`src/rtl/iter_alu.sv`:
```
// ---------------------------------------------------------------------------
// iter_alu -- multi-cycle ALU with valid/ready handshakes on both sides.
//
// Single-cycle class (ADD/SUB/AND/OR/XOR/SLT/SLTU/undefined) completes on the
// accept edge. Shifts move one bit per cycle, MUL is shift-add over WIDTH
// cycles, and the optional restoring divider produces one quotient bit per
// cycle over WIDTH cycles.
//
// Build option: define ALU_DIV_EN to include the divider (opcodes 1100 DIVU,
// 1101 REMU). Without it those opcodes return 0 like undefined opcodes.
//
// Ports:
//   clk         rising-edge clock
//   rstN        asynchronous active-low reset
//   inValid     operation request
//   inReady     request accepted this cycle when high (IDLE only)
//   operandA    first operand
//   operandB    second operand / shift amount (low SHW bits)
//   aluControl  opcode
//   outValid    result available (DONE)
//   outReady    consumer accepts result
//   result      registered result, stable while outValid
//   busy        any state other than IDLE
// ---------------------------------------------------------------------------
module iter_alu #(
  parameter int WIDTH = 32,
  parameter int SHW   = $clog2(WIDTH)
) (
  input  logic             clk,
  input  logic             rstN,
  input  logic             inValid,
  output logic             inReady,
  input  logic [WIDTH-1:0] operandA,
  input  logic [WIDTH-1:0] operandB,
  input  logic [3:0]       aluControl,
  output logic             outValid,
  input  logic             outReady,
  output logic [WIDTH-1:0] result,
  output logic             busy
);

  // Counter must hold WIDTH itself, hence one bit more than the shift amount.
  localparam int CW = SHW + 1;

  localparam logic [3:0] OP_ADD  = 4'b0000;
  localparam logic [3:0] OP_SUB  = 4'b0001;
  localparam logic [3:0] OP_AND  = 4'b0010;
  localparam logic [3:0] OP_OR   = 4'b0011;
  localparam logic [3:0] OP_XOR  = 4'b0100;
  localparam logic [3:0] OP_SLL  = 4'b0101;
  localparam logic [3:0] OP_SRL  = 4'b0110;
  localparam logic [3:0] OP_SRA  = 4'b0111;
  localparam logic [3:0] OP_SLT  = 4'b1000;
  localparam logic [3:0] OP_SLTU = 4'b1001;
  localparam logic [3:0] OP_MUL  = 4'b1010;
`ifdef ALU_DIV_EN
  localparam logic [3:0] OP_DIVU = 4'b1100;
  localparam logic [3:0] OP_REMU = 4'b1101;
`endif

  typedef enum logic [2:0] {
    S_IDLE,
    S_SHIFT,
    S_MUL,
    S_DIV,
    S_DONE
  } state_t;

  state_t           state_q, state_d;
  logic [WIDTH-1:0] result_q, result_d;  // shift register / accumulator / remainder while iterating
  logic [WIDTH-1:0] a_q, a_d;            // multiplicand (MUL) or dividend->quotient (DIV)
  logic [WIDTH-1:0] b_q, b_d;            // multiplier (MUL) or divisor (DIV)
  logic [CW-1:0]    cnt_q, cnt_d;        // remaining iterations
  logic [3:0]       op_q, op_d;

  logic [SHW-1:0]   shamt;
  assign shamt = operandB[SHW-1:0];

`ifdef ALU_DIV_EN
  // One restoring-division step: shift the next dividend bit into the
  // remainder and subtract the divisor if it fits. A zero divisor always
  // "fits", which yields an all-ones quotient and remainder = dividend.
  logic [WIDTH:0]   rem_sh, trial;
  logic             q_bit;
  logic [WIDTH-1:0] rem_next, q_next;

  always_comb begin
    rem_sh   = {result_q, a_q[WIDTH-1]};
    trial    = rem_sh - {1'b0, b_q};
    q_bit    = rem_sh[WIDTH] | ~trial[WIDTH];
    rem_next = q_bit ? trial[WIDTH-1:0] : rem_sh[WIDTH-1:0];
    q_next   = {a_q[WIDTH-2:0], q_bit};
  end
`endif

  always_comb begin
    // NOTE: every variable gets a default first so no path leaves one
    // unassigned; otherwise synthesis infers a latch.
    state_d  = state_q;
    result_d = result_q;
    a_d      = a_q;
    b_d      = b_q;
    cnt_d    = cnt_q;
    op_d     = op_q;

    case (state_q)
      S_IDLE: begin
        if (inValid) begin
          op_d    = aluControl;
          a_d     = operandA;
          b_d     = operandB;
          cnt_d   = '0;
          state_d = S_DONE;
          case (aluControl)
            OP_ADD:  result_d = operandA + operandB;
            OP_SUB:  result_d = operandA - operandB;
            OP_AND:  result_d = operandA & operandB;
            OP_OR:   result_d = operandA | operandB;
            OP_XOR:  result_d = operandA ^ operandB;
            OP_SLT:  result_d = WIDTH'($signed(operandA) < $signed(operandB));
            OP_SLTU: result_d = WIDTH'(operandA < operandB);
            OP_SLL, OP_SRL, OP_SRA: begin
              result_d = operandA;
              // A zero shift amount is already finished.
              if (shamt != '0) begin
                cnt_d   = CW'(shamt);
                state_d = S_SHIFT;
              end
            end
            OP_MUL: begin
              result_d = '0;
              cnt_d    = CW'(WIDTH);
              state_d  = S_MUL;
            end
`ifdef ALU_DIV_EN
            OP_DIVU, OP_REMU: begin
              result_d = '0;
              cnt_d    = CW'(WIDTH);
              state_d  = S_DIV;
            end
`endif
            default: result_d = '0;
          endcase
        end
      end

      S_SHIFT: begin
        case (op_q)
          OP_SLL:  result_d = {result_q[WIDTH-2:0], 1'b0};
          OP_SRL:  result_d = {1'b0, result_q[WIDTH-1:1]};
          default: result_d = {result_q[WIDTH-1], result_q[WIDTH-1:1]};
        endcase
        cnt_d = cnt_q - CW'(1);
        if (cnt_q == CW'(1)) state_d = S_DONE;
      end

      S_MUL: begin
        result_d = result_q + (b_q[0] ? a_q : '0);
        a_d      = {a_q[WIDTH-2:0], 1'b0};
        b_d      = {1'b0, b_q[WIDTH-1:1]};
        cnt_d    = cnt_q - CW'(1);
        if (cnt_q == CW'(1)) state_d = S_DONE;
      end

`ifdef ALU_DIV_EN
      S_DIV: begin
        a_d      = q_next;
        result_d = rem_next;
        cnt_d    = cnt_q - CW'(1);
        if (cnt_q == CW'(1)) begin
          // Last step: present the quotient or the remainder.
          result_d = (op_q == OP_REMU) ? rem_next : q_next;
          state_d  = S_DONE;
        end
      end
`endif

      S_DONE: begin
        if (outReady) state_d = S_IDLE;
      end

      default: state_d = S_IDLE;
    endcase
  end

  // NOTE: every flop, datapath included, is reset so that result reads 0
  // after reset and an aborted operation leaves nothing behind.
  always_ff @(posedge clk or negedge rstN) begin
    if (!rstN) begin
      state_q  <= S_IDLE;
      result_q <= '0;
      a_q      <= '0;
      b_q      <= '0;
      cnt_q    <= '0;
      op_q     <= '0;
    end else begin
      // NOTE: non-blocking assignments so every flop samples pre-edge values.
      state_q  <= state_d;
      result_q <= result_d;
      a_q      <= a_d;
      b_q      <= b_d;
      cnt_q    <= cnt_d;
      op_q     <= op_d;
    end
  end

  assign inReady  = (state_q == S_IDLE);
  assign busy     = (state_q != S_IDLE);
  assign outValid = (state_q == S_DONE);
  assign result   = result_q;

endmodule

```
`config.mk`:
```
export PLATFORM = sky130hd
export DESIGN_NAME = iter_alu
export DESIGN_NICKNAME = d
export VERILOG_FILES = /design/src/rtl/iter_alu.sv
export SDC_FILE = /design/constraint.sdc
export NUM_CORES = 1
export LEC_CHECK = 0
export CORE_MARGIN = 2
export CORE_UTILIZATION = 50
export CTS_CLUSTER_DIAMETER = 150
export DETAILED_ROUTE_END_ITERATION = 7
export GPL_TIMING_DRIVEN = 0
export PLACE_DENSITY = 0.7
export SETUP_SLACK_MARGIN = 0.15
export SLEW_MARGIN = 20
export SYNTH_ARGS = -nofsm -noshare
export SYNTH_HDL_FRONTEND = slang
export SYNTH_SLANG_ARGS = --single-unit
```
`constraint.sdc`:
```
create_clock -name clk -period 4 [get_ports clk]
set_input_delay 0.6 -clock clk [delete_from_list [all_inputs] [get_ports clk]]
set_output_delay 0.6 -clock clk [all_outputs]
set_load 0.01 [all_outputs]
```
## Word-level counts from Yosys, hierarchy flattened

Cells that the tools add are included.

- Add/subtract/negate cells: 4
- Magnitude comparators: 2
- Equality and inequality tests: 20
- Mux-type cells: 19
- Bitwise operators: 3
- Reductions and logical operators: 15

Operators by type and width:

| cell | count |
|---|---|
| $pmux 32 s8 | 1 |
| $pmux 32 s2 | 3 |
| $mux 32 | 4 |
| $pmux 32 s3 | 1 |
| $add 32x32->32 | 2 |
| $lt 32x32->1 | 2 |
| $and 32x32->32 | 1 |
| $or 32x32->32 | 1 |
| $sub 32x32->32 | 1 |
| $xor 32x32->32 | 1 |
| $eq 4x3->1 const B | 6 |
| $pmux 6 s2 | 2 |
| $eq 4x4->1 const B | 3 |
| $mux 3 | 4 |
| $pmux 3 s3 | 1 |
| $eq 4x2->1 const B | 2 |
| $reduce_and 2->1 | 4 |
| $eq 6x1->1 const B | 1 |
| $mux 6 | 1 |
| $pmux 3 s2 | 1 |
| $reduce_and 3->1 | 2 |
| $reduce_bool 3->1 | 2 |
| $sub 6x1->6 const B | 1 |
| $mux 5 | 1 |
| 13 further kinds | 15 |

- Bits in registers: 109
- Input bits: 72
- Output and inout port bits: 35
- Word-level logic and storage cells: 70

## Longest topological paths before layout

Gate-level depths: netlist (run 1).

- Depth in word-level cells: 5
- Depth in mapped cells: 15
- Depth with buffers taken out: 14

## Worst setup path after synthesis (run 1)

No wires, ideal clock.

- Path type: in2reg
- Start point: input operandA[18]
- End point: register result_q[31] (netlist: result[31])
- Library setup time: 0.134 ns
- Data arrival time: 3.043 ns
- Required time: 3.866 ns
- Path slack: 0.823 ns
- Stages on the path: 13
- Path through: inv_1 -> ha_1 -> buf_6 -> or4_4 -> or4_4 -> nor3_2 -> o211ai_1 -> o211ai_2 -> a211oi_1 -> mux2i_1 -> o31ai_1 -> a21oi_1 -> a2bb2oi_1

- Cells in the longest elaborated chain, start to end: 4
- Elaborated cells between the ends (all ways): 5
- Classes of those cells: add/sub: 2; mux: 3

RTL lines:

| item | line | text |
|---|---|---|
| start, declared | 33 | `input logic [WIDTH-1:0] operandA,` |
| $sub 32x32->32 or $add 32x32->32 (tied branches) | 116, 115 |  |
| $pmux 32 s8 * | 114 | `case (aluControl)` |
| $mux 32 * | 108 | `if (inValid) begin` |
| $pmux 32 s3 * | 106 | `case (state_q)` |
| end signal, assigned | 199 | `result_q <= result_d;` |
| end, declared | 70 | `logic [WIDTH-1:0] result_q, result_d;` |

Mark *: on every way between the ends. The rest lies on a longest branch, timed or not. The select of a mux whose other input is x is not followed.
A chain may end at the register's enable or synchronous reset.

## Worst setup path after layout (run 1)

- Start point: input aluControl[0]
- End point: register result_q[11] (netlist: result[11])

- Cells in the longest elaborated chain, start to end: 5
- Elaborated cells between the ends (all ways): 14
- Classes of those cells: eq/ne: 9; mux: 3; reduce/logical: 2

RTL lines:

| item | line | text |
|---|---|---|
| start, declared | 35 | `input logic [3:0] aluControl,` |
| $eq 4x3->1 | 114 |  |
| $reduce_or 3->1 | 114 |  |
| $pmux 32 s8 * | 114 |  |
| $mux 32 * | 108 |  |
| $pmux 32 s3 * | 106 |  |

Marks and branches as above.

==> results of run 1 <==
[through the flow]
step | setup TNS [ns] | setup slack [ns] | total power (uW) | utilization (%)
floorplan | 0 | 0.8228 | 5548 | -
global placement | -246.04 | -2.186 | 7110 | 56.21
detailed placement | -9.176 | -0.7117 | 7226 | 56.33
CTS | 0 | 0.1510 | 8255 | 58.24
global route | 0 | 0.1273 | 9055 | 59.58
finish | 0 | 0.1104 | 8473 | 59.58
[timing repair]
action                     CTS  global route
setup endpoints to repair   16            26
gates resized for setup     35            81
setup buffers               10            11
pin swaps                   10            14
[area by class of cell]
type	count	share of cell area (%)
flip-flops and latches	109	18.35
clock buffers	9	1.514
multi-input cells	1310	62.25
well taps	330	2.776
repair buffers	127	8.513
clock inverters	7	0.5300
inverters	120	3.079
plain buffers	106	2.986
[logic make-up after synthesis]
| logic type | after synthesis | share of synthesized area, % |
|---|---|---|
| adders and majority gates | 137 | 13.82 |
| AOI/OAI and AO/OA | 586 | 29.67 |
| DFF | 109 | 21.70 |
| muxes | 102 | 8.163 |
| buffers and inverters | 226 | 6.949 |
| xor gates and xnor gates | 42 | 2.927 |
| and+or+nand+nor | 443 | 16.77 |
[worst paths after layout]
path                                     start                     end  slack, ns  cells past startpoint
max                              aluControl[0]  result[11]$_DFFE_PN0P_       0.11                      9
min                                       rstN    cnt_q[5]$_DFFE_PN0P_       0.17                      1
max reg2reg                 b_q[0]$_DFFE_PN0P_  result[31]$_DFFE_PN0P_       0.31                     12
min reg2reg                b_q[22]$_DFFE_PN0P_     b_q[21]$_DFFE_PN0P_       0.49                      2
max in group asynchronous                 rstN     b_q[24]$_DFFE_PN0P_       3.14                      2
min in group clk           b_q[22]$_DFFE_PN0P_     b_q[21]$_DFFE_PN0P_       0.49                      2
[per-layer routing]
metal | global-route usage, % | vias to the layer above | share of wire (%)
met4 | 15.65 | 2 | 4.3
li1 | - | 6232 | -
met1 | 53.21 | 6553 | 42
met3 | 6.621 | 153 | 9.6
met2 | 61.18 | 778 | 44
met5 | 0 | - | 0.019
[Yosys cell counts, types with 7 or more instances]
master / number
sky130_fd_sc_hd__buf_1: 14
sky130_fd_sc_hd__o21a_1: 7
sky130_fd_sc_hd__a21oi_1: 154
sky130_fd_sc_hd__nand4_1: 18
sky130_fd_sc_hd__dfrtp_1: 109
sky130_fd_sc_hd__xnor2_1: 30
sky130_fd_sc_hd__ha_1: 134
sky130_fd_sc_hd__o21bai_1: 19
sky130_fd_sc_hd__clkbuf_1: 77
sky130_fd_sc_hd__and2_1: 38
sky130_fd_sc_hd__a211oi_1: 13
sky130_fd_sc_hd__nand2b_1: 14
sky130_fd_sc_hd__nand3_1: 27
sky130_fd_sc_hd__o211ai_1: 21
sky130_fd_sc_hd__nor4_1: 9
sky130_fd_sc_hd__xor2_1: 12
sky130_fd_sc_hd__nand2_1: 167
sky130_fd_sc_hd__buf_2: 13
sky130_fd_sc_hd__inv_1: 118
sky130_fd_sc_hd__a31oi_1: 15
sky130_fd_sc_hd__o22a_1: 14
sky130_fd_sc_hd__a22oi_1: 12
sky130_fd_sc_hd__o21ai_0: 168
sky130_fd_sc_hd__nor3_1: 20
sky130_fd_sc_hd__o31ai_1: 11
sky130_fd_sc_hd__o221ai_1: 25
sky130_fd_sc_hd__nor2_1: 102
sky130_fd_sc_hd__a21o_1: 22
sky130_fd_sc_hd__a221oi_1: 16
sky130_fd_sc_hd__mux2i_1: 98
sky130_fd_sc_hd__nor2b_1: 11
sky130_fd_sc_hd__o22ai_1: 22
[where the power goes]
part	internal, uW	total (uW)	leakage [uW]	switching [uW]
Sequential	1650	2220	0.00130	576
Clock	448	983	0.000148	535
Combinational	2270	5270	0.00489	3000
Total	4360	8470	0.00634	4110
[registers in the layout, summed over array words and instances (netlist names)]
name / cells
op_q: 4
b_q: 32
result: 32
state_q: 3
cnt_q: 6
a_q: 32
==> flow_metrics.env, run 1 <==
export IMPL_synthCells=1645
export IMPL_drt_first_iter_violations=1789
export IMPL_power_per_cell_area_nw_per_um2=569.7
export IMPL_seq_area_um2=2729
export IMPL_grt_pass1_wl_mm=77.96
export IMPL_clock_latency_ns=0.37
export IMPL_mostFrequentLayoutCell="sky130_fd_sc_hd__nand2_1"
export IMPL_cts_root_buf="sky130_fd_sc_hd__clkbuf_16"
export IMPL_clock_skew_final_ns=0.01097
export IMPL_hold_path_class="input pin to async pin"
export IMPL_synth_edf_count=0
export IMPL_synthFlopType="sky130_fd_sc_hd__dfrtp_1"
export IMPL_firstDrtPassIters=5
export IMPL_fill_cells=2383
export IMPL_timing_worst_setup_path_type="input pin to register"
export IMPL_final_design_area_no_fill_um2=14870
export IMPL_routed_wire_length_per_instance_um=24.60
export IMPL_synthArstFlopShare_pct=100.0
export IMPL_power_ir_vdd_worst_v=0.0004392
export IMPL_synth_seq_cells=109
export IMPL_worst_slew_pin_transition_ns=0.9786
export IMPL_routed_wirelength_mm=52.11
export IMPL_instances_no_fill=2118
export IMPL_netlist_area_um2=12570
export IMPL_timing_critical_path_required_ns=4.31
export IMPL_grt_usage_pct=38.91
export IMPL_core_area_um2=24960
export IMPL_crit_path_cell_trace="clkdlybuf4s50_1 -> or2_2 -> clkbuf_1 -> nor3_2 -> clkbuf_1 -> a221o_1 -> o21ai_0 -> a21oi_1 -> o22a_1"
export IMPL_postSynthAreaPerCell_um2=7.640
export IMPL_start_util_pct=50.35
export IMPL_worst_path_buf_inv=3
export IMPL_area_growth_pct=18.34
export IMPL_synth_area_leader_cell="sky130_fd_sc_hd__dfrtp_1"
export IMPL_ioPinCount=107
export IMPL_die_w_um=162.5
export IMPL_timing_critical_path_to_type="register"
export IMPL_timing_final_crit_share_pct=97.24
export IMPL_crit_path_max_incr_delay_ns=0.69
export IMPL_unrepaired_setup_endpoints_after_global_routing="true"
export IMPL_place_area_um2=14060
export IMPL_remaining_drc_errors=0
export IMPL_final_layout_size_suffix_gt1_share_pct=7.718
export IMPL_drv_cap=0
export IMPL_ctsLongestPathBuffers=2
export IMPL_final_setup_viol_count=0
export IMPL_yosysSeqAreaShare_pct=21.70
export IMPL_final_min_clock_period_ns=3.890
export IMPL_tritoncts="done"
export IMPL_netlist_area_leader_share_pct=21.70
export IMPL_synth_cell_type_count=85
export IMPL_antenna_cells_inserted=0
export IMPL_grt_remaining_overflow=0
export IMPL_rows=58
export IMPL_multiInputGateArea_um2=9259
export IMPL_cts_buffers=9
export IMPL_max_freq_mhz=257.1
export IMPL_worst_endpoint_arrival_ns=4.20
export IMPL_crit_slowest_cell="sky130_fd_sc_hd__clkbuf_1"
export IMPL_dieArea_um2=26420
export IMPL_yosys_warnings=0
export IMPL_power_static_leakage_uw=0.006340
export IMPL_startpoint_type="input pin"
export IMPL_mappedNetlistNets=1854
export IMPL_layout_common_cells="sky130_fd_sc_hd__nand2_1 (167), sky130_fd_sc_hd__o21ai_0 (164), sky130_fd_sc_hd__a21oi_1 (148)"
export IMPL_grt_start_max_net_pins=56
export IMPL_worstPathMaxFanout=10
export IMPL_cts_clk_slew_worst_paths_ns=0.09
export IMPL_vias_in_the_first_global_route=13050
export IMPL_layout_nets=1992
export IMPL_synth_area_top_cells="sky130_fd_sc_hd__dfrtp_1 (22%), sky130_fd_sc_hd__ha_1 (13%), sky130_fd_sc_hd__mux2i_1 (7.8%)"
export IMPL_drtAntennaViolNets=0
export IMPL_top_cell_family_by_delay_on_the_critical_path="buffers and inverters"
export IMPL_drt_vias_per_instance=6.477
export IMPL_timing_hold_violations_final=0
export IMPL_maxSlewViolCount=0
export IMPL_crit_path_frequent_cell="sky130_fd_sc_hd__clkbuf_1"
export IMPL_run_status="finished clean"
export IMPL_number_of_sinks_driven_by_the_clock_tree=109
export IMPL_htreeDepth=3
export IMPL_dp_hpwl_mm=40.15
export IMPL_relative_slew_margins_pct=34.76
export IMPL_route_vias_total=13720
export IMPL_cts_hold_buffers=0
export IMPL_numPlacedInstances=2081
export IMPL_routabilityCongestion=1.033
export IMPL_die_height_um=162.5
export IMPL_initial_antenna_violation_count=2
export IMPL_finalHoldWorstSlack_ns=0.1683
export IMPL_buffer_ports_inserted=105
Power figures use the tool's default switching activity.
==> run 2, diff against run 1 <==
--- a/config.mk
+++ b/config.mk
@@ -12,7 +12,6 @@
 export GPL_TIMING_DRIVEN = 0
 export PLACE_DENSITY = 0.7
 export SETUP_SLACK_MARGIN = 0.15
-export SLEW_MARGIN = 20
 export SYNTH_ARGS = -nofsm -noshare
 export SYNTH_HDL_FRONTEND = slang
 export SYNTH_SLANG_ARGS = --single-unit
==> constraint.sdc (replaced) <==
create_clock -name clk -period 4.3 [get_ports clk]
set_input_delay 0.645 -clock clk [delete_from_list [all_inputs] [get_ports clk]]
set_output_delay 0.645 -clock clk [all_outputs]
set_load 0.01 [all_outputs]
==> flow_metrics.env, run 2 (same netlist as run 1, synthesis figures left out) <==
export IMPL_route_vias_total=13770
export IMPL_cts_root_buf="sky130_fd_sc_hd__clkbuf_16"
export IMPL_ctsLongestPathBuffers=2
export IMPL_vias_in_the_first_global_route=12980
export IMPL_timing_final_crit_share_pct=95.83
export IMPL_routed_wirelength_mm=51.73
export IMPL_timing_reg2reg_setup_slack_ns=0.32
export IMPL_cts_clk_slew_worst_paths_ns=0.09
export IMPL_drt_first_iter_violations=1717
export IMPL_routabilityCongestion=1.033
export IMPL_numPlacedInstances=2081
export IMPL_layout_nets=1975
export IMPL_ioPinCount=107
export IMPL_area_growth_pct=15.60
export IMPL_final_layout_size_suffix_gt1_share_pct=4.856
export IMPL_rows=58
export IMPL_grt_usage_pct=38.75
export IMPL_startpoint_type="input pin"
export IMPL_run_status="finished clean"
export IMPL_grt_start_max_net_pins=56
export IMPL_final_min_clock_period_ns=4.120
export IMPL_relative_slew_margins_pct=23.41
export IMPL_dp_hpwl_mm=40.15
export IMPL_timing_hold_violations_final=0
export IMPL_timing_worst_setup_path_type="input pin to register"
export IMPL_final_setup_viol_count=0
export IMPL_routed_wire_length_per_instance_um=24.62
export IMPL_cts_buffers=9
export IMPL_die_height_um=162.5
export IMPL_remaining_drc_errors=0
export IMPL_clock_skew_final_ns=0.01141
export IMPL_power_static_leakage_uw=0.006076
export IMPL_grt_remaining_overflow=0
export IMPL_start_util_pct=50.35
export IMPL_buffer_ports_inserted=105
export IMPL_initial_antenna_violation_count=0
export IMPL_core_area_um2=24960
export IMPL_hold_path_class="input pin to async pin"
export IMPL_htreeDepth=3
export IMPL_power_ir_vdd_worst_v=0.0003876
export IMPL_layout_core_utilization_pct=58.20
export IMPL_final_critical_path_setup_slack_ns=0.1795
export IMPL_drt_vias_per_instance=6.552
export IMPL_max_freq_mhz=242.7
export IMPL_grt_pass1_wl_mm=77.67
export IMPL_die_w_um=162.5
export IMPL_unrepaired_setup_endpoints_after_global_routing="true"
export IMPL_worst_endpoint_arrival_ns=4.39
export IMPL_cts_hold_buffers=0
export IMPL_maxSlewViolCount=0
export IMPL_number_of_sinks_driven_by_the_clock_tree=109
export IMPL_instances_no_fill=2101
export IMPL_drv_cap=0
export IMPL_pre_cts_slack_ns=-0.4567
export IMPL_timing_critical_path_required_ns=4.57
export IMPL_sum_neg_setup_slack_ns=0
export IMPL_drtAntennaViolNets=0
export IMPL_worstPathMaxFanout=10
export IMPL_antenna_cells_inserted=0
export IMPL_tritoncts="done"
export IMPL_clock_latency_ns=0.38
export IMPL_firstDrtPassIters=6
export IMPL_power_per_cell_area_nw_per_um2=536.0
export IMPL_dieArea_um2=26420
export IMPL_layout_common_cells="sky130_fd_sc_hd__nand2_1 (167), sky130_fd_sc_hd__o21ai_0 (167), sky130_fd_sc_hd__a21oi_1 (151)"
export IMPL_timing_critical_path_to_type="register"
export IMPL_worst_slew_pin_transition_ns=1.139
[run 2: cell count changes in the layout (fill, tap and decap cells not counted), moves of 3 or more]
cell / before / now
sky130_fd_sc_hd__clkdlybuf4s50_1: 78 / 98
sky130_fd_sc_hd__o21ai_0: 164 / 167
sky130_fd_sc_hd__dlymetal6s2s_1: 15 / 3
sky130_fd_sc_hd__clkbuf_2: 16 / 4
sky130_fd_sc_hd__ha_1: 130 / 134
sky130_fd_sc_hd__a21oi_1: 148 / 151
sky130_fd_sc_hd__buf_4: 21 / 4
sky130_fd_sc_hd__clkdlybuf4s15_1: 4 / 0
sky130_fd_sc_hd__buf_1: 10 / 14
sky130_fd_sc_hd__clkbuf_1: 66 / 74
sky130_fd_sc_hd__dlygate4sd2_1: 7 / 3
[run 2: repair_timing]
action | in CTS | in global routing
gates resized for setup | 6 | 28
buffers inserted | 0 | 4
pin swaps | 0 | 6
endpoints found under the setup margin | 7 | 16
[run 2: power breakdown]
part	leakage (uW)	switching, uW	internal [uW]	total (uW)
clock	0.000148	505	417	921
sequential	0.00130	547	1530	2080
combinational	0.00463	2730	2060	4790
total	0.00608	3780	4000	7790
[run 2: critical path: stages]
cell	delay (ns)
sky130_fd_sc_hd__clkdlybuf4s50_1	0.55
sky130_fd_sc_hd__clkbuf_1	0.39
sky130_fd_sc_hd__nor2_1	0.14
sky130_fd_sc_hd__nand3_1	0.21
sky130_fd_sc_hd__clkbuf_1	0.70
sky130_fd_sc_hd__buf_1	0.86
sky130_fd_sc_hd__nor2_1	0.08
sky130_fd_sc_hd__a221oi_1	0.30
sky130_fd_sc_hd__a21oi_1	0.26
sky130_fd_sc_hd__o22a_1	0.25
[run 2: per-stage QoR]
stage               power (uW)  area [um2]  hold slack (ns)
floorplan                 5161       12570           0.3494
global placement          6614       14030           0.4558
detailed placement        6721       14060           0.4659
CTS                       7647       14370           0.2541
global route              8319       14530           0.2660
finish                    7788       14530           0.2119
[run 2: path summary, 6_finish.rpt]
kind | start | end | cells after the start
max in group asynchronous | rstN | b_q[24]$_DFFE_PN0P_ | 2
hold / removal | rstN | cnt_q[5]$_DFFE_PN0P_ | 1
setup / recovery | aluControl[2] | result[9]$_DFFE_PN0P_ | 10
setup reg to reg | state_q[0]$_DFFE_PN0P_ | result[10]$_DFFE_PN0P_ | 10
min in group clk | b_q[22]$_DFFE_PN0P_ | b_q[21]$_DFFE_PN0P_ | 2
hold reg to reg | b_q[22]$_DFFE_PN0P_ | b_q[21]$_DFFE_PN0P_ | 2
[run 2: final cells by class]
type / count / area (um2)
Multi-Input combinational cell: 1310 / 9094
Clock inverter: 7 / 78.83
Fill cell: 2406 / 10440
Tap cell: 330 / 412.9
Buffer: 106 / 426.7
Clock buffer: 9 / 225.2
Sequential cell: 109 / 2728
Inverter: 120 / 450.4
Timing Repair Buffer: 110 / 1114
[run 2: layer usage]
layer  up-vias  GRT usage [%]  wire length [um]
met5         -              0                 0
met4         0          14.88              2116
met3       155          5.475              4612
met2       754          61.24             23120
met1      6652          53.70             21880
li1       6205              -                 -
==> run 3, diff against run 2 <==
--- a/config.mk
+++ b/config.mk
@@ -5,6 +5,7 @@
 export SDC_FILE = /design/constraint.sdc
 export NUM_CORES = 1
 export LEC_CHECK = 0
+export CORE_ASPECT_RATIO = 1.4
 export CORE_MARGIN = 2
 export CORE_UTILIZATION = 50
 export CTS_CLUSTER_DIAMETER = 150
==> flow_metrics.env, run 3 (same netlist as run 1, synthesis figures left out) <==
export IMPL_worst_reg2reg_path_endpoint="result[24]$_DFFE_PN0P_"
export IMPL_routed_wirelength_mm=51.68
export IMPL_timing_final_crit_share_pct=94.75
export IMPL_htreeDepth=3
export IMPL_gr_usage_met1_pct=46.91
export IMPL_top_cell_family_by_delay_on_the_critical_path="buffers and inverters"
export IMPL_die_height_um=191.6
export IMPL_fill_cells=2382
export IMPL_mostFrequentLayoutCell="sky130_fd_sc_hd__nand2_1"
export IMPL_drv_cap=0
export IMPL_grtUsageMet2_pct=65.48
export IMPL_finalHoldWorstSlack_ns=0.1324
export IMPL_maxSlewViolCount=0
export IMPL_timing_worst_setup_path_type="input pin to register"
export IMPL_initial_antenna_violation_count=0
export IMPL_clock_latency_ns=0.38
export IMPL_grt_usage_pct=39.29
export IMPL_final_critical_path_setup_slack_ns=0.2256
export IMPL_r2r_start="b_q[0]$_DFFE_PN0P_"
export IMPL_final_setup_viol_count=0
export IMPL_start_util_pct=50.94
export IMPL_top_usage_layer="met2"
export IMPL_setup_worst_path_end="result[9]$_DFFE_PN0P_"
export IMPL_power_per_cell_area_nw_per_um2=541.6
export IMPL_dp_hpwl_mm=40.83
export IMPL_timing_hold_violations_final=0
export IMPL_unrepaired_setup_endpoints_after_global_routing="true"
export IMPL_multiInputGateArea_um2=9079
export IMPL_worst_path_buf_inv=4
export IMPL_core_area_um2=24670
export IMPL_layout_nets=1974
export IMPL_die_w_um=138.0
export IMPL_clock_skew_final_ns=0.01231
export IMPL_worstSetupPathDepth=10
export IMPL_grt_remaining_overflow=0
export IMPL_drtAntennaViolNets=0
export IMPL_crit_path_max_incr_delay_ns=0.82
export IMPL_crit_start="aluControl[2]"
export IMPL_worst_slew_pin_transition_ns=1.149
export IMPL_drt_first_iter_violations=1163
export IMPL_route_vias_total=13570
export IMPL_crit_path_cell_trace="clkdlybuf4s50_1 -> clkbuf_1 -> nor2_1 -> nand3_1 -> clkbuf_1 -> buf_1 -> nor2_1 -> a221oi_1 -> a21oi_1 -> o22a_1"
export IMPL_routed_wire_length_per_instance_um=24.79
export IMPL_pre_cts_slack_ns=-0.3049
export IMPL_timing_critical_path_to_type="register"
export IMPL_number_of_sinks_driven_by_the_clock_tree=109
export IMPL_layout_common_cells="sky130_fd_sc_hd__nand2_1 (167), sky130_fd_sc_hd__o21ai_0 (165), sky130_fd_sc_hd__a21oi_1 (151)"
export IMPL_globalRouteMet3Util_pct=6.361
export IMPL_startpoint_type="input pin"
export IMPL_power_static_leakage_uw=0.006059
export IMPL_buffer_ports_inserted=105
export IMPL_hold_path_class="input pin to async pin"
export IMPL_sum_neg_setup_slack_ns=0
export IMPL_routabilityCongestion=1.060
export IMPL_grt_pass1_wl_mm=76.87
export IMPL_crit_slowest_cell="sky130_fd_sc_hd__buf_1"
export IMPL_rows=68
export IMPL_final_min_clock_period_ns=4.074
export IMPL_r2r_worst_path_cells=15
export IMPL_power_ir_vdd_worst_v=0.0004532
export IMPL_worst_endpoint_arrival_ns=4.34
export IMPL_antenna_cells_inserted=0
export IMPL_grt_start_max_net_pins=81
export IMPL_max_freq_mhz=245.4
export IMPL_timing_critical_path_required_ns=4.57
export IMPL_drt_vias_per_instance=6.506
export IMPL_firstDrtPassIters=5
export IMPL_seq_area_um2=2728
export IMPL_tritoncts="done"
export IMPL_area_growth_pct=15.27
export IMPL_ioPinCount=107
export IMPL_remaining_drc_errors=0
export IMPL_worstPathMaxFanout=10
export IMPL_dieArea_um2=26440
export IMPL_ctsLongestPathBuffers=2
export IMPL_cts_buffers=9
export IMPL_run_status="finished clean"
export IMPL_timing_reg2reg_setup_slack_ns=0.38
export IMPL_cts_clk_slew_worst_paths_ns=0.08
export IMPL_vias_in_the_first_global_route=13020
export IMPL_relative_slew_margins_pct=22.76
export IMPL_cts_root_buf="sky130_fd_sc_hd__clkbuf_16"
export IMPL_final_layout_size_suffix_gt1_share_pct=4.746
run 3: final cells by class:
| class | instances | share of cell area (%) |
|---|---|---|
| multi-input cells | 1310 | 62.67 |
| flip-flops and latches | 109 | 18.83 |
| repair buffers | 109 | 7.669 |
| inverters | 120 | 3.109 |
| plain buffers | 106 | 2.945 |
| well taps | 315 | 2.720 |
| clock buffers | 11 | 1.606 |
| clock inverters | 5 | 0.4577 |
run 3: how the worst min path moves through the flow:
stage,from,depth (start not counted),end
2_1_floorplan,rstN,0,a_q[0]$_DFFE_PN0P_
3_3_place_gp,b_q[8]$_DFFE_PN0P_,2,b_q[7]$_DFFE_PN0P_
3_5_place_dp,b_q[8]$_DFFE_PN0P_,2,b_q[7]$_DFFE_PN0P_
4_1_cts,rstN,1,b_q[20]$_DFFE_PN0P_
5_1_grt,rstN,1,b_q[24]$_DFFE_PN0P_
6_report,rstN,1,b_q[23]$_DFFE_PN0P_
run 3: power by group:
| group | switching, uW | total [uW] | internal [uW] |
|---|---|---|---|
| logic | 2780 | 4840 | 2060 |
| registers | 558 | 2090 | 1530 |
| clock network | 458 | 920 | 462 |
| total | 3800 | 7850 | 4050 |
run 3: timing repair:
item | in CTS | in global routing
setup endpoints to repair | 4 | 15
setup buffers | 0 | 3
pin swaps | 0 | 4
hold buffers | 0 | 0
gates resized for setup | 2 | 33
run 3: metal layers:
metal | up-vias | wire [um]
met1 | 6575 | 20010
met2 | 604 | 24690
met5 | - | 0
met4 | 0 | 3352
li1 | 6212 | -
met3 | 174 | 3634
run 3: metrics by stage:
stage,total power [uW],instance area [um2],utilization (%),cells
floorplan,5161,12570,-,1645
global placement,6697,14010,56.80,2065
detailed placement,6789,14040,56.91,2066
CTS,7729,14350,58.15,2082
global route,8383,14490,58.72,2085
finish,7847,14490,58.72,2085
